--- src/rtl/ccm_ecc_scrubber.sv ---
// Background ECC scrubber for a single-port 32-bit SRAM with a 7-bit SECDED (Hamming 39,32) code.
// Reads each word in turn, writes back single-bit corrections, reports double-bit errors.
module ccm_ecc_scrubber #(
  parameter int DEPTH    = 1024,
  parameter int ADDR_W   = $clog2(DEPTH),
  parameter int INTERVAL = 256
) (
  input  logic              clk,
  input  logic              rst_l,
  input  logic              scrub_en,
  output logic              scrub_req,
  input  logic              scrub_gnt,
  output logic              scrub_wen,
  output logic [ADDR_W-1:0] scrub_addr,
  output logic [31:0]       scrub_wdata,
  output logic [6:0]        scrub_wecc,
  input  logic [31:0]       mem_rdata,
  input  logic [6:0]        mem_recc,
  input  logic              core_wr,
  input  logic [ADDR_W-1:0] core_wr_addr,
  output logic              sec_pulse,
  output logic              ded_pulse,
  output logic [ADDR_W-1:0] err_addr,
  output logic              pass_done,
  output logic [15:0]       sec_cnt,
  output logic [15:0]       ded_cnt,
  input  logic              cnt_clr
);

  localparam int CNT_W = (INTERVAL > 1) ? $clog2(INTERVAL) : 1;
  localparam logic [CNT_W-1:0]  CNT_LOAD = CNT_W'(INTERVAL - 1);
  localparam logic [CNT_W-1:0]  CNT_ONE  = CNT_W'(1);
  localparam logic [CNT_W-1:0]  CNT_ZERO = CNT_W'(0);
  localparam logic [ADDR_W-1:0] PTR_LAST = ADDR_W'(DEPTH - 1);
  localparam logic [ADDR_W-1:0] PTR_ONE  = ADDR_W'(1);
  localparam logic [ADDR_W-1:0] PTR_ZERO = ADDR_W'(0);
  localparam logic [15:0]       CNT_SAT  = 16'hFFFF;

  localparam logic [2:0] S_IDLE  = 3'd0;
  localparam logic [2:0] S_WAIT  = 3'd1;
  localparam logic [2:0] S_READ  = 3'd2;
  localparam logic [2:0] S_CHECK = 3'd3;
  localparam logic [2:0] S_WRITE = 3'd4;

  typedef struct packed {
    logic        sec;
    logic        ded;
    logic [31:0] dout;
    logic [6:0]  eout;
  } dec_t;

  // Codeword positions 1..38: powers of two carry ecc[5:0], the rest carry data in order.
  function automatic dec_t ecc_decode(input logic [31:0] d, input logic [6:0] e);
    dec_t        r;
    logic [38:0] cw;
    logic [5:0]  syn;
    logic        ovr;
    int          k;
    int          m;
    r   = '0;
    cw  = '0;
    syn = 6'd0;
    k   = 0;
    m   = 0;
    for (int p = 1; p < 39; p++) begin
      if ((p & (p - 1)) == 0) begin
        cw[p] = e[m];
        m++;
      end else begin
        cw[p] = d[k];
        k++;
      end
    end
    for (int j = 0; j < 6; j++) begin
      for (int p = 1; p < 39; p++) begin
        if (p[j]) syn[j] = syn[j] ^ cw[p];
      end
    end
    ovr   = ^{d, e};
    r.sec = ovr;
    r.ded = ~ovr & (syn != 6'd0);
    if (ovr && (syn != 6'd0) && (syn <= 6'd38)) cw[syn] = ~cw[syn];
    k = 0;
    m = 0;
    for (int p = 1; p < 39; p++) begin
      if ((p & (p - 1)) == 0) begin
        r.eout[m] = cw[p];
        m++;
      end else begin
        r.dout[k] = cw[p];
        k++;
      end
    end
    r.eout[6] = e[6] ^ (ovr & (syn == 6'd0));
    return r;
  endfunction

  logic [2:0]        state_r;
  logic [2:0]        state_nxt_s;
  logic [ADDR_W-1:0] ptr_r;
  logic [CNT_W-1:0]  cnt_r;
  logic              stale_r;
  logic              xfer_s;
  logic              core_hit_s;
  logic              advance_s;
  logic              latch_s;
  logic              sec_s;
  logic              ded_s;
  logic [2:0]        resume_s;
  dec_t              dec_s;

  assign scrub_req  = (state_r == S_READ) | ((state_r == S_WRITE) & ~stale_r);
  assign scrub_wen  = (state_r == S_WRITE);
  assign scrub_addr = ptr_r;
  assign xfer_s     = scrub_req & scrub_gnt;
  assign core_hit_s = core_wr & (core_wr_addr == ptr_r);
  assign dec_s      = ecc_decode(mem_rdata, mem_recc);
  assign resume_s   = scrub_en ? S_WAIT : S_IDLE;

  // Next-state decode; a disabled scrubber still finishes the entry it is checking or writing.
  always_comb begin
    state_nxt_s = state_r;
    advance_s   = 1'b0;
    latch_s     = 1'b0;
    sec_s       = 1'b0;
    ded_s       = 1'b0;
    case (state_r)
      S_IDLE: begin
        if (scrub_en) state_nxt_s = S_WAIT;
        else          state_nxt_s = S_IDLE;
      end
      S_WAIT: begin
        if (!scrub_en)             state_nxt_s = S_IDLE;
        else if (cnt_r == CNT_ZERO) state_nxt_s = S_READ;
        else                       state_nxt_s = S_WAIT;
      end
      S_READ: begin
        if (xfer_s)         state_nxt_s = S_CHECK;
        else if (!scrub_en) state_nxt_s = S_IDLE;
        else                state_nxt_s = S_READ;
      end
      S_CHECK: begin
        if (dec_s.sec) begin
          sec_s       = 1'b1;
          latch_s     = 1'b1;
          state_nxt_s = S_WRITE;
        end else if (dec_s.ded) begin
          ded_s       = 1'b1;
          advance_s   = 1'b1;
          state_nxt_s = resume_s;
        end else begin
          advance_s   = 1'b1;
          state_nxt_s = resume_s;
        end
      end
      S_WRITE: begin
        if (stale_r || xfer_s) begin
          advance_s   = 1'b1;
          state_nxt_s = resume_s;
        end else begin
          state_nxt_s = S_WRITE;
        end
      end
      default: state_nxt_s = S_IDLE;
    endcase
  end

  // State, address pointer, interval counter and wrap pulse.
  always_ff @(posedge clk or negedge rst_l) begin
    if (!rst_l) begin
      state_r   <= S_IDLE;
      ptr_r     <= PTR_ZERO;
      cnt_r     <= CNT_ZERO;
      pass_done <= 1'b0;
    end else begin
      state_r   <= state_nxt_s;
      pass_done <= advance_s & (ptr_r == PTR_LAST);
      if (advance_s) ptr_r <= (ptr_r == PTR_LAST) ? PTR_ZERO : ptr_r + PTR_ONE;
      if ((state_nxt_s == S_WAIT) && (state_r != S_WAIT)) cnt_r <= CNT_LOAD;
      else if ((state_r == S_WAIT) && (cnt_r != CNT_ZERO)) cnt_r <= cnt_r - CNT_ONE;
    end
  end

  // A core write to the entry under repair makes the corrected copy stale.
  always_ff @(posedge clk or negedge rst_l) begin
    if (!rst_l) begin
      stale_r <= 1'b0;
    end else if (state_r == S_CHECK) begin
      stale_r <= core_hit_s;
    end else if ((state_r == S_WRITE) && core_hit_s) begin
      stale_r <= 1'b1;
    end
  end

  // Corrected write-back data.
  always_ff @(posedge clk or negedge rst_l) begin
    if (!rst_l) begin
      scrub_wdata <= 32'd0;
      scrub_wecc  <= 7'd0;
    end else if (latch_s) begin
      scrub_wdata <= dec_s.dout;
      scrub_wecc  <= dec_s.eout;
    end
  end

  // Error pulses and last error address.
  always_ff @(posedge clk or negedge rst_l) begin
    if (!rst_l) begin
      sec_pulse <= 1'b0;
      ded_pulse <= 1'b0;
      err_addr  <= PTR_ZERO;
    end else begin
      sec_pulse <= sec_s;
      ded_pulse <= ded_s;
      if (sec_s || ded_s) err_addr <= ptr_r;
    end
  end

  // Saturating error counters; clear wins over a same-cycle increment.
  always_ff @(posedge clk or negedge rst_l) begin
    if (!rst_l) begin
      sec_cnt <= 16'd0;
      ded_cnt <= 16'd0;
    end else if (cnt_clr) begin
      sec_cnt <= 16'd0;
      ded_cnt <= 16'd0;
    end else begin
      if (sec_s && (sec_cnt != CNT_SAT)) sec_cnt <= sec_cnt + 16'd1;
      if (ded_s && (ded_cnt != CNT_SAT)) ded_cnt <= ded_cnt + 16'd1;
    end
  end

endmodule

--- config.mk ---
export PLATFORM = sky130hd
export DESIGN_NAME = ccm_ecc_scrubber
export DESIGN_NICKNAME = d
export VERILOG_FILES = /design/src/rtl/ccm_ecc_scrubber.sv
export SDC_FILE = /design/constraint.sdc
export NUM_CORES = 1
export LEC_CHECK = 0
export BUFFER_PORTS_ARGS = -buffer_cell sky130_fd_sc_hd__buf_2
export CORE_MARGIN = 4
export CORE_UTILIZATION = 40
export CTS_BUF_LIST = sky130_fd_sc_hd__clkbuf_2 sky130_fd_sc_hd__clkbuf_4 sky130_fd_sc_hd__clkbuf_8
export DETAILED_ROUTE_END_ITERATION = 10
export HOLD_SLACK_MARGIN = 0.08
export SYNTH_ARGS = -nofsm -noshare
export SYNTH_HDL_FRONTEND = slang
export SYNTH_SLANG_ARGS = --single-unit
--- constraint.sdc ---
create_clock -name clk -period 3.57 [get_ports clk]
set_clock_uncertainty 0.15 [all_clocks]
set_input_delay 0.1785 -clock clk [delete_from_list [all_inputs] [get_ports clk]]
set_output_delay 0.1785 -clock clk [all_outputs]
set_load 0.1 [all_outputs]
==> results of run 1 <==
==> cells in the final DEF, fill, tap and decap left out, types with 13 or more instances in the layout <==
| cell | n |
|---|---|
| sky130_fd_sc_hd__a211o_1 | 19 |
| sky130_fd_sc_hd__a21oi_1 | 32 |
| sky130_fd_sc_hd__buf_2 | 149 |
| sky130_fd_sc_hd__buf_4 | 54 |
| sky130_fd_sc_hd__dfrtp_1 | 106 |
| sky130_fd_sc_hd__dlygate4sd3_1 | 19 |
| sky130_fd_sc_hd__mux2i_1 | 13 |
| sky130_fd_sc_hd__nand2_1 | 87 |
| sky130_fd_sc_hd__nand3_1 | 30 |
| sky130_fd_sc_hd__nor2_1 | 61 |
| sky130_fd_sc_hd__nor3_1 | 18 |
| sky130_fd_sc_hd__o21ai_0 | 43 |
| sky130_fd_sc_hd__xnor2_1 | 62 |
| sky130_fd_sc_hd__xor2_1 | 26 |
==> registers in the layout, indices dropped and copies added (netlist names) <==
name,count
scrub_wdata,32
ded_cnt,16
sec_cnt,16
err_addr,10
scrub_addr,10
cnt_r,8
scrub_wecc,7
state_r,3
ded_pulse,1
pass_done,1
sec_pulse,1
stale_r,1
==> cell families (layout without fill, tap and decap cells) <==
logic type	Yosys count	in the layout	share of synthesized area (%)
DFF	106	106	38.7
buffers and inverters	35	251	2.45
xor gates and xnor gates	114	114	19.5
adders and majority gates	4	4	0.731
muxes	23	23	4.09
and+or+nand+nor	261	261	19.3
AOI/OAI and AO/OA	146	146	15.2
==> stage by stage <==
step	setup TNS (ns)	std cells	utilization, %	instance area (um2)
floorplan	0	689	-	6850
global placement	0	1090	49.2	8210
detailed placement	-0.0223	1090	49.2	8210
CTS	0	1125	51.6	8630
global route	0	1125	51.9	8660
finish	0	1125	51.9	8660
==> worst min-delay path by stage <==
stage	startpoint	to	cells past startpoint
floorplan	rst_l	cnt_r[0]	0
global placement	rst_l	ded_cnt[13]	1
detailed placement	rst_l	ded_cnt[2]	1
CTS	mem_rdata[22]	scrub_wdata[22]	4
global route	mem_rdata[11]	scrub_wdata[11]	3
finish	mem_rdata[11]	scrub_wdata[11]	3
==> per-layer routing <==
metal	vias up	part of all wire (%)	wire length (um)
met5	-	0	0
li1	2877	-	-
met3	27	8.3	1690
met1	2865	44	8980
met4	0	2.2	449
met2	246	45	9230
==> worst max-delay path: stages <==
cell and delay [ns]:
sky130_fd_sc_hd__dlygate4sd3_1 0.53, sky130_fd_sc_hd__buf_2 0.15, sky130_fd_sc_hd__xnor3_1 0.37, sky130_fd_sc_hd__xor3_1 0.50, sky130_fd_sc_hd__xor3_1 0.44, sky130_fd_sc_hd__buf_12 0.19
sky130_fd_sc_hd__nand2_1 0.07, sky130_fd_sc_hd__mux2i_1 0.09, sky130_fd_sc_hd__o221a_2 0.30, sky130_fd_sc_hd__o2111ai_1 0.39, sky130_fd_sc_hd__buf_4 0.19, sky130_fd_sc_hd__a21oi_1 0.04
sky130_fd_sc_hd__a31oi_1 0.18
==> final cells by class <==
cell class | instances | area, um2
timing repair buffer | 226 | 1410
tap | 220 | 275
sequential | 106 | 2650
multi-input combinational | 548 | 4060
fill | 1570 | 8040
clock inverter | 6 | 87.6
inverter | 9 | 33.8
clock buffer | 10 | 138
==> power by group through the flow <==
| stage | Sequential (mW) | Combinational, mW | Clock (mW) |
|---|---|---|---|
| 3_5_place_dp | 1.26 | 2.81 | 0 |
| 4_1_cts | 1.23 | 2.84 | 0.889 |
| 2_1_floorplan | 1.25 | 1.82 | 0 |
| 3_3_place_gp | 1.26 | 2.81 | 0 |
| 6_report | 1.23 | 2.93 | 0.854 |
| 5_1_grt | 1.24 | 3.10 | 0.937 |
==> timing repair <==
item / CTS / global route
endpoints found under the setup margin: 0 / 45
hold buffers: 19 / 0
setup buffers: 0 / 0
endpoints found under the hold margin: 75 / 0
resized for setup: 0 / 7
==> qor.log, run 1 <==
INFO  grt            grtUsageMet1=29.4%
INFO  sta            hold_viol=0
INFO  sta            max_slew_margin=46.7%
INFO  logic_synthesis count_of_flip_flops_with_a_built_in_enable_after_synthesis=0
INFO  clocking       cts_num_sinks=106
INFO  grt            grt.met3_usage=4.93%
INFO  grt            grt_start_max_net_pins=60
INFO  power_and_ir_drop p_comb_share=58.4%
INFO  clocking       clock_latency=0.38ns
INFO  die            horizontal_extent_of_the_die=139um
INFO  logic_synthesis post_synth_most_frequent_cells=106 x sky130_fd_sc_hd__dfrtp_1, 87 x sky130_fd_sc_hd__nand2_1, 64 x sky130_fd_sc_hd__xnor2_1, 61 x sky130_fd_sc_hd__nor2_1, 43 x sky130_fd_sc_hd__o21ai_0
INFO  routing        drt_iter0_markers=446
INFO  die            die_h=139um
INFO  sta            fmaxAchievable=290MHz
INFO  flow_run       max_cap_violations=0
INFO  worst_setup_path critical_path_start=mem_rdata[29]
INFO  grt            antenna_found_initial=0
INFO  worst_setup_path worst_r2r_path_depth=9
INFO  logic_synthesis yosys_register_bits=106
INFO  logic_synthesis synth_warnings=0
INFO  grt            grt_overflow=0
INFO  power_and_ir_drop p_int=2.79mW
INFO  routing        route.detailed.vias_per_inst=5.35
INFO  logic_synthesis yosysTopAreaCell=sky130_fd_sc_hd__dfrtp_1
INFO  placement      pre_cts_slack=-0.0223ns
INFO  grt            first_pass_grt_wire_length=32700um
INFO  routing        final_antenna_net_count=0
INFO  finish         antennaDiodeCount=0
INFO  logic_synthesis biggest_area_contributors_in_the_synthesized_netlist=sky130_fd_sc_hd__dfrtp_1 39%, sky130_fd_sc_hd__xnor2_1 8.2%, sky130_fd_sc_hd__nand2_1 4.8%
INFO  die            ports=151
INFO  placement      hpwl=15400um
INFO  logic_synthesis post_synth.cell_area_avg=9.94um2
INFO  logic_synthesis yosys.cell_types.count=78
INFO  routing        drc=0
INFO  routing        drt_first_pass_iters=5
INFO  power_and_ir_drop vdd_drop_max=412uV
INFO  worst_setup_path critical_path.endpoint_type=flip-flop
INFO  finish         area_delta_synth_final=26.5%
INFO  clocking       clockBufferDepth=2
INFO  die            initial_utilization=41.0%
INFO  logic_synthesis ys_dominant_reg_cell=sky130_fd_sc_hd__dfrtp_1
INFO  worst_setup_path start_kind=input port
INFO  die            die-area=19300um2
INFO  routing        routed_wirelength=20300um
INFO  sta            whs=0.0912ns
INFO  power_and_ir_drop total_switching_power=2.22mW
INFO  power_and_ir_drop pwr-share-clk=17.0%
INFO  die            fp.coreArea=16700um2
INFO  die            placementRows=47
INFO  logic_synthesis post_synthesis_sequential_area_ratio=38.7%
INFO  power_and_ir_drop seqPwrFrac=24.6%
INFO  sta            report.final.slew_viol_count=0
INFO  clocking       clockRootBuffer=sky130_fd_sc_hd__clkbuf_8
INFO  worst_hold_path hold_class=in2reg
INFO  sta            timing.final.setup_violations=0
INFO  sta            period_minus_slack=3.45ns
INFO  sta            tightestPinTransition=0.795ns
INFO  logic_synthesis leading_cell_type_by_number_of_instances_after_synthesis=sky130_fd_sc_hd__dfrtp_1
INFO  sta            min_period_over_period=96.6%
INFO  worst_setup_path timing.reg2reg.setup_slack=0.97ns
INFO  power_and_ir_drop p_per_area=579nW/um2
INFO  placement      gpl_congestion=0.930
INFO  worst_setup_path worst-setup-path-type=in2reg
INFO  worst_setup_path rr_startpoint=ded_cnt[3]
INFO  clocking       clk_pin_slew=0.10ns
INFO  logic_synthesis synth_top_area_share=38.7%
INFO  logic_synthesis syn_inst=689
INFO  logic_synthesis synthArstFlopShare=100%
INFO  routing        wl_per_cell=18.1um
INFO  clocking       htree_num_levels=3
INFO  routing        vias=6015
INFO  worst_setup_path worstPathArrival=3.60ns
INFO  worst_setup_path timing.rr.end=ded_cnt[11]
INFO  worst_setup_path setup.worst_path.end=scrub_wdata[4]
INFO  grt            use_met2=32.6%
INFO  sta            unrepaired_setup_endpoints_after_global_routing=false
INFO  clocking       tritoncts_clock_tree=yes
INFO  worst_setup_path worst_ep_required_time=3.72ns
INFO  power_and_ir_drop post-layout-total-power=5.01mW
INFO  finish         finalNetCount=959
INFO  finish         drive_above_1_share=31.0%
INFO  grt            grt_pass1_vias=5887
INFO  clocking       cts_inserted_buffers=9
INFO  grt            grt-busiest-layer=met2
INFO  power_and_ir_drop power.switching_fraction=44.3%
INFO  outcome        status=finished, final reports clean
INFO  logic_synthesis synth.net_count=748
INFO  worst_setup_path crit_fanout=18
INFO  placement      placement.io_buffers=150
INFO  grt            globalRouteTotalUtil=21.0%
INFO  sta            finalWorstSetupSlack=0.123ns
INFO  power_and_ir_drop power_leakage=4.17nW
INFO  logic_synthesis mappedNetlistArea=6850um2
Power figures use the tool's default switching activity.
==> run 2, diff against run 1 <==
Settings changed: RECOVER_POWER set to 50.
==> run 2 against run 1 <==
Effect of this change: wire length grew 0.41%; utilization shrank 0.47 points; highest routed layer unchanged; clock power is essentially flat; critical path depth is the same; register-to-register slack is essentially flat; global-route usage is the same; sequential power is essentially flat; sequential cell count is the same; sequential share of layout area grew 0.28 points; combinational power is essentially flat.
==> qor.log, run 2 (synthesis results as in run 1) <==
INFO  worst_setup_path rr_startpoint=ded_cnt[3]
INFO  finish         final_cell_area=8580um2
INFO  sta            tightestPinTransition=1.49ns
INFO  finish         multiInputGateArea=4060um2
INFO  grt            grt_overflow=0
INFO  grt            first_pass_grt_wire_length=32700um
INFO  worst_setup_path crit_fanout=18
INFO  finish         largest_registers=scrub_wdata x32, ded_cnt x16, sec_cnt x16
INFO  clocking       cts_inserted_buffers=9
INFO  routing        drt_iter0_markers=451
INFO  clocking       clockRootBuffer=sky130_fd_sc_hd__clkbuf_8
INFO  finish         antennaDiodeCount=0
INFO  routing        route.detailed.vias_per_inst=5.33
INFO  worst_setup_path worst-setup-path-type=in2reg
INFO  grt            grt_pass1_vias=5887
INFO  worst_hold_path worst_hold_stages=3
INFO  clocking       clockBufferDepth=2
INFO  power_and_ir_drop vdd_drop_max=409uV
INFO  worst_setup_path worstPathArrival=3.60ns
INFO  routing        routed_wirelength=20400um
INFO  clocking       htree_num_levels=3
INFO  placement      placement.io_buffers=150
INFO  routing        drc=0
INFO  finish         drive_above_1_share=24.8%
INFO  worst_hold_path hold_class=in2reg
INFO  routing        vias=5996
INFO  die            fp.coreArea=16700um2
INFO  finish         layout.core_utilization=51.4%
INFO  grt            grt_start_max_net_pins=60
INFO  die            ports=151
INFO  worst_setup_path timing.rr.end=ded_cnt[11]
INFO  sta            period_minus_slack=3.44ns
INFO  finish         most_frequent_standard_cell_in_the_layout_excluding_fill_and_tap_cells=sky130_fd_sc_hd__dfrtp_1
INFO  worst_hold_path min_delay_endpoint=scrub_wdata[11]
INFO  worst_setup_path start_kind=input port
INFO  die            horizontal_extent_of_the_die=139um
INFO  clocking       tritoncts_clock_tree=yes
INFO  placement      placed_cell_area=8210um2
INFO  finish         layout.area.seq=2650um2
INFO  sta            min_period_over_period=96.5%
INFO  sta            fmaxAchievable=290MHz
INFO  sta            unrepaired_setup_endpoints_after_global_routing=false
INFO  grt            antenna_found_initial=0
INFO  die            die-area=19300um2
INFO  placement      gpl_congestion=0.930
INFO  sta            timing.final.setup_violations=0
INFO  worst_hold_path min-delay-start=mem_rdata[11]
INFO  routing        drt_first_pass_iters=5
INFO  sta            hold_viol=0
INFO  die            initial_utilization=41.0%
INFO  finish         largest_register=scrub_wdata
INFO  power_and_ir_drop p_per_area=584nW/um2
INFO  clocking       clock_latency=0.38ns
INFO  clocking       postCtsSetupBuffers=0
INFO  sta            max_slew_margin=0.572%
INFO  placement      hpwl=15400um
INFO  worst_setup_path worst_ep_required_time=3.73ns
INFO  finish         area_delta_synth_final=25.4%
INFO  clocking       cts_num_sinks=106
INFO  worst_setup_path critical_path_start=mem_rdata[29]
INFO  finish         fillers=1599
INFO  outcome        status=finished, final reports clean
INFO  worst_setup_path worst_r2r_path_depth=9
INFO  finish         fin_cells=1125
INFO  finish         final_cell_mix=106 x sky130_fd_sc_hd__dfrtp_1, 93 x sky130_fd_sc_hd__buf_2, 87 x sky130_fd_sc_hd__nand2_1
INFO  flow_run       max_cap_violations=0
INFO  die            placementRows=47
INFO  clocking       clk_pin_slew=0.10ns
INFO  routing        final_antenna_net_count=0
INFO  finish         finalNetCount=959
INFO  worst_setup_path timing.reg2reg.setup_slack=0.96ns
INFO  power_and_ir_drop power_leakage=3.92nW
INFO  finish         largest_reg_flops=32
INFO  die            die_h=139um
INFO  sta            report.final.slew_viol_count=0
INFO  grt            globalRouteTotalUtil=21.0%
INFO  placement      post-place-cells=1090
INFO  routing        wl_per_cell=18.2um
INFO  worst_setup_path critical_path.endpoint_type=flip-flop
## run 2: layer usage
metal  share of wire, %  up-vias  GRT usage [%]
met1                 44     2867           29.4
met4                2.1        0           6.02
met2                 46      229           32.6
met3                7.8       25           4.93
li1                   -     2875              -
met5                  0        -              0
## run 2: power breakdown
| part | total [mW] | internal (mW) | leakage (nW) | switching [mW] |
|---|---|---|---|---|
| combinational | 2.92 | 1.16 | 2.36 | 1.77 |
| sequential | 1.23 | 1.22 | 1.44 | 0.0161 |
| clock | 0.856 | 0.416 | 0.117 | 0.440 |
## run 2: how the worst max path moves through the flow
stage                           to  slack, ns  depth (start not counted)
floorplan            scrub_addr[9]       0.21                          7
global placement     scrub_wecc[4]       0.03                         10
detailed placement   scrub_wecc[1]      -0.02                         11
CTS                  scrub_wecc[4]       0.03                         11
global route         scrub_wecc[0]      0.009                         12
finish              scrub_wdata[4]       0.13                         13
## run 2: critical path, stage by stage
cell and delay, ns:
sky130_fd_sc_hd__dlygate4sd3_1 0.53, sky130_fd_sc_hd__buf_2 0.15, sky130_fd_sc_hd__xnor3_1 0.37, sky130_fd_sc_hd__xor3_1 0.50, sky130_fd_sc_hd__xor3_1 0.44, sky130_fd_sc_hd__buf_12 0.19
sky130_fd_sc_hd__nand2_1 0.07, sky130_fd_sc_hd__mux2i_1 0.08, sky130_fd_sc_hd__o221a_2 0.29, sky130_fd_sc_hd__o2111ai_1 0.39, sky130_fd_sc_hd__buf_4 0.19, sky130_fd_sc_hd__a21oi_1 0.04
sky130_fd_sc_hd__a31oi_1 0.18
## run 2: area by class of cell
| cell class | count | share of cell area (%) |
|---|---|---|
| clock buffer | 10 | 1.60 |
| timing repair buffer | 226 | 15.5 |
| tap | 220 | 3.21 |
| inverter | 9 | 0.394 |
| clock inverter | 6 | 1.02 |
| multi-input combinational | 548 | 47.3 |
| sequential | 106 | 30.9 |
## run 2: timing repair
action,4_1_cts,5_1_grt
endpoints found under the hold margin,75,0
resized for setup,0,7
setup endpoints to repair,0,45
hold buffers,19,0
## run 2: per-stage QoR
step           total power [mW]  setup TNS, ns  setup WS (ns)  hold slack, ns
2_1_floorplan              3.07              0          0.205          -0.267
3_3_place_gp               4.07              0         0.0286           0.152
3_5_place_dp               4.07        -0.0223        -0.0223           0.164
4_1_cts                    4.96              0         0.0335          0.0866
5_1_grt                    5.28              0        0.00925           0.106
6_report                   5.01              0          0.125          0.0961
==> run 3, diff against run 2 <==
Settings changed: ABC_AREA set to 1, CORE_ASPECT_RATIO set to 1.1.
==> run 3 against run 2 <==
Effect of this change: the flow now finishes with violations (capacitance limit, slew limit); highest routed layer unchanged; final cell count grew 44%; cell area grew 8.2%; die area grew 13%; worst hold slack gained 0.0021 ns; sequential share of layout area shrank 2.3 points; critical endpoint is now scrub_wdata[3]; critical path type unchanged; largest cell class unchanged; clock power is essentially flat; wire length grew 18%; combinational power shrank 51%.
==> qor.log, run 3 <==
INFO  logic_synthesis synth_top_family_by_area=simple AND/OR/NAND/NOR gates
INFO  logic_synthesis synth_top_area_share=33.9%
INFO  routing        routed_wirelength=24200um
INFO  logic_synthesis post_synth_most_frequent_cells=425 x sky130_fd_sc_hd__nand2_1, 155 x sky130_fd_sc_hd__nor2_1, 108 x sky130_fd_sc_hd__inv_1, 106 x sky130_fd_sc_hd__dfrtp_1, 80 x sky130_fd_sc_hd__nand3_1
INFO  grt            globalRouteTotalUtil=22.0%
INFO  finish         antennaDiodeCount=0
INFO  finish         largest_registers=scrub_wdata x32, ded_cnt x16, sec_cnt x16
INFO  logic_synthesis yosys_register_bits=106
INFO  clocking       clockRootBuffer=sky130_fd_sc_hd__clkbuf_8
INFO  worst_hold_path hold_class=in2reg
INFO  worst_setup_path critical_path.slowest_cell=sky130_fd_sc_hd__dlygate4sd3_1
INFO  clocking       clk_pin_slew=0.10ns
INFO  clocking       clock_latency=0.38ns
INFO  sta            fmaxAchievable=305MHz
INFO  die            ports=151
INFO  clocking       htree_num_levels=3
INFO  worst_setup_path critical_path.endpoint_type=flip-flop
INFO  die            initial_utilization=40.8%
INFO  grt            grt_overflow=0
INFO  die            die-area=21900um2
INFO  routing        wl_per_cell=15.0um
INFO  worst_setup_path start_kind=input port
INFO  sta            unrepaired_setup_endpoints_after_global_routing=false
INFO  routing        drt_iter0_markers=589
INFO  routing        drt_first_pass_iters=6
INFO  logic_synthesis synth.net_count=1248
INFO  finish         area_delta_synth_final=18.7%
INFO  logic_synthesis mappedNetlistArea=7820um2
INFO  routing        dr_wl_met3=1190um
INFO  clocking       tritoncts_clock_tree=yes
INFO  logic_synthesis synth_warnings=0
INFO  logic_synthesis ys_dominant_reg_cell=sky130_fd_sc_hd__dfrtp_1
INFO  logic_synthesis post_synthesis_sequential_area_ratio=33.9%
INFO  clocking       clockBufferDepth=2
INFO  outcome        violations=capacitance limit, slew limit
INFO  grt            grt_pass1_vias=7515
INFO  finish         drive_above_1_share=14.4%
INFO  worst_setup_path cp_top_family=simple AND/OR/NAND/NOR gates
INFO  finish         largest_reg_flops=32
INFO  grt            antenna_found_initial=0
INFO  power_and_ir_drop vdd_drop_max=210uV
INFO  logic_synthesis synth-simple-area-share=42.1%
INFO  placement      pre_cts_slack=-0.0174ns
INFO  sta            timing.final.setup_violations=0
INFO  sta            whs=0.0982ns
INFO  worst_setup_path worstPathArrival=3.40ns
INFO  logic_synthesis synthArstFlopShare=100%
INFO  worst_setup_path largest_stage_delay_worst_path=0.54ns
INFO  sta            period_minus_slack=3.28ns
INFO  worst_setup_path critical_path.n_buffers_inverters=4
INFO  logic_synthesis yosys.cell_types.count=50
INFO  worst_setup_path worst_ep_required_time=3.69ns
INFO  clocking       cts_num_sinks=106
INFO  die            fp.coreArea=19200um2
INFO  grt            first_pass_grt_wire_length=38900um
INFO  sta            max_slew_margin=-30.1%
INFO  placement      placement.io_buffers=150
INFO  clocking       cts_inserted_buffers=9
INFO  logic_synthesis syn_inst=1189
INFO  finish         finalNetCount=1422
INFO  sta            tightestPinTransition=1.95ns
INFO  die            die_h=155um
INFO  logic_synthesis synth.area.mux_share=0%
INFO  logic_synthesis leading_cell_type_by_number_of_instances_after_synthesis=sky130_fd_sc_hd__nand2_1
INFO  power_and_ir_drop power_leakage=4.69nW
INFO  finish         most_frequent_standard_cell_in_the_layout_excluding_fill_and_tap_cells=sky130_fd_sc_hd__nand2_1
INFO  flow_run       max_cap_violations=1
INFO  outcome        status=finished with violations
INFO  logic_synthesis synthAdderAreaFrac=0.640%
INFO  logic_synthesis synth-compound-area-share=6.59%
INFO  grt            grt_start_max_net_pins=78
INFO  worst_setup_path worst-setup-path-type=in2reg
INFO  power_and_ir_drop p_per_area=382nW/um2
INFO  logic_synthesis biggest_area_contributors_in_the_synthesized_netlist=sky130_fd_sc_hd__dfrtp_1 34%, sky130_fd_sc_hd__nand2_1 20%, sky130_fd_sc_hd__nor2_1 7.4%
INFO  logic_synthesis synth_xor_xnor_area_share=8.38%
INFO  routing        drc=0
INFO  routing        routedLengthMet1=11200um
INFO  placement      hpwl=18700um
INFO  finish         fillers=2053
INFO  sta            min_period_over_period=91.9%
INFO  finish         fin_cells=1615
INFO  routing        route.detailed.vias_per_inst=4.98
INFO  worst_setup_path crit_fanout=20
INFO  logic_synthesis post_synth.cell_area_avg=6.58um2
INFO  logic_synthesis count_of_flip_flops_with_a_built_in_enable_after_synthesis=0
INFO  logic_synthesis yosysTopAreaCell=sky130_fd_sc_hd__dfrtp_1
INFO  clocking       postCtsSetupBuffers=0
INFO  die            horizontal_extent_of_the_die=141um
INFO  sta            report.final.slew_viol_count=78
INFO  placement      gpl_congestion=0.943
INFO  die            placementRows=53
INFO  finish         final_cell_mix=423 x sky130_fd_sc_hd__nand2_1, 155 x sky130_fd_sc_hd__nor2_1, 108 x sky130_fd_sc_hd__inv_1
INFO  routing        final_antenna_net_count=0
INFO  worst_setup_path path_common_cell=sky130_fd_sc_hd__nand2_1
INFO  routing        highest-signal-layer=met4
INFO  placement      post-place-cells=1570
INFO  sta            hold_viol=0
INFO  routing        met2_length=11500um
INFO  routing        vias=8043
INFO  sta            finalWorstSetupSlack=0.289ns
INFO  finish         largest_register=scrub_wdata
[run 3: cell types whose count changed in the layout (fill, tap and decap cells not counted), moves of 12 or more]
cell                       previous run  this run
sky130_fd_sc_hd__nor2_1              61       155
sky130_fd_sc_hd__nand3_1             30        80
sky130_fd_sc_hd__clkbuf_1            57        69
sky130_fd_sc_hd__nand2_2              1        17
sky130_fd_sc_hd__buf_2               93        81
sky130_fd_sc_hd__inv_2                0        22
sky130_fd_sc_hd__nand2_1             87       423
sky130_fd_sc_hd__nor2_2               1        19
sky130_fd_sc_hd__inv_1                9       108
sky130_fd_sc_hd__a211o_1             19         0
sky130_fd_sc_hd__buf_4               51        11
sky130_fd_sc_hd__o21ai_0             43        31
sky130_fd_sc_hd__mux2i_1             13         0
sky130_fd_sc_hd__xnor2_1             62        31
[run 3: through the flow]
step / total power [mW] / instance area (um2) / utilization [%] / TNS (ns)
after global placement: 2.65 / 8820 / 46.0 / -0.279
after floorplan: 2.36 / 7820 / - / 0
after global routing: 3.76 / 9290 / 48.5 / 0
after detailed placement: 2.65 / 8820 / 46.0 / -0.174
after CTS: 3.54 / 9340 / 48.7 / 0
final: 3.55 / 9290 / 48.5 / 0
[run 3: tightest hold or removal path: cells and delay by family]
family        cells  cell delay (ns)
buf+inv           1             0.17
simple gates      4             0.24
[run 3: layout make-up]
cell class / count / area (um2) / share of cell area (%)
tap: 247 / 309 / 3.33
sequential: 106 / 2650 / 28.6
inverter: 132 / 495 / 5.33
multi-input combinational: 922 / 4540 / 48.9
timing repair buffer: 192 / 1050 / 11.3
clock inverter: 4 / 73.8 / 0.795
clock buffer: 12 / 159 / 1.71
[run 3: what timing repair did]
item / in CTS / in global routing
hold buffers: 29 / 0
endpoints found under the hold margin: 110 / 0
setup endpoints to repair: 0 / 37
gates resized for setup: 0 / 8
[run 3: kinds of logic (layout without fill, tap and decap cells)]
| family | after synthesis | in the layout |
|---|---|---|
| AND/OR/NAND/NOR | 761 | 761 |
| buffers and inverters | 161 | 340 |
| flip-flops | 106 | 106 |
| AO/OA/AOI/OAI | 89 | 89 |
| XOR/XNOR | 68 | 68 |
| adder cells (fa/ha/maj) | 4 | 4 |
[run 3: path summary, 6_finish.rpt]
kind,start,to,slack [ns],cells past startpoint
setup reg to reg,sec_cnt[0],sec_cnt[13],0.90,14
max in group asynchronous,rst_l,ded_cnt[2],1.31,3
min in group asynchronous,rst_l,scrub_wdata[9],0.71,2
hold / removal,mem_rdata[12],scrub_wdata[12],0.1,5
hold reg to reg,scrub_wdata[9],scrub_wdata[9],0.34,2
setup / recovery,mem_rdata[10],scrub_wdata[3],0.29,25
[run 3: routing by layer]
metal / GRT usage, % / vias up
li1: - / 4056
met1: 30.3 / 3760
met2: 36.8 / 199
met3: 3.15 / 28
met4: 4.89 / 0
met5: 0 / -
[run 3: power by group]
part / switching (mW) / total [mW] / leakage (nW) / internal [mW]
clock: 0.417 / 0.859 / 0.120 / 0.442
combinational: 1.03 / 1.44 / 3.22 / 0.410
sequential: 0.0203 / 1.24 / 1.35 / 1.22
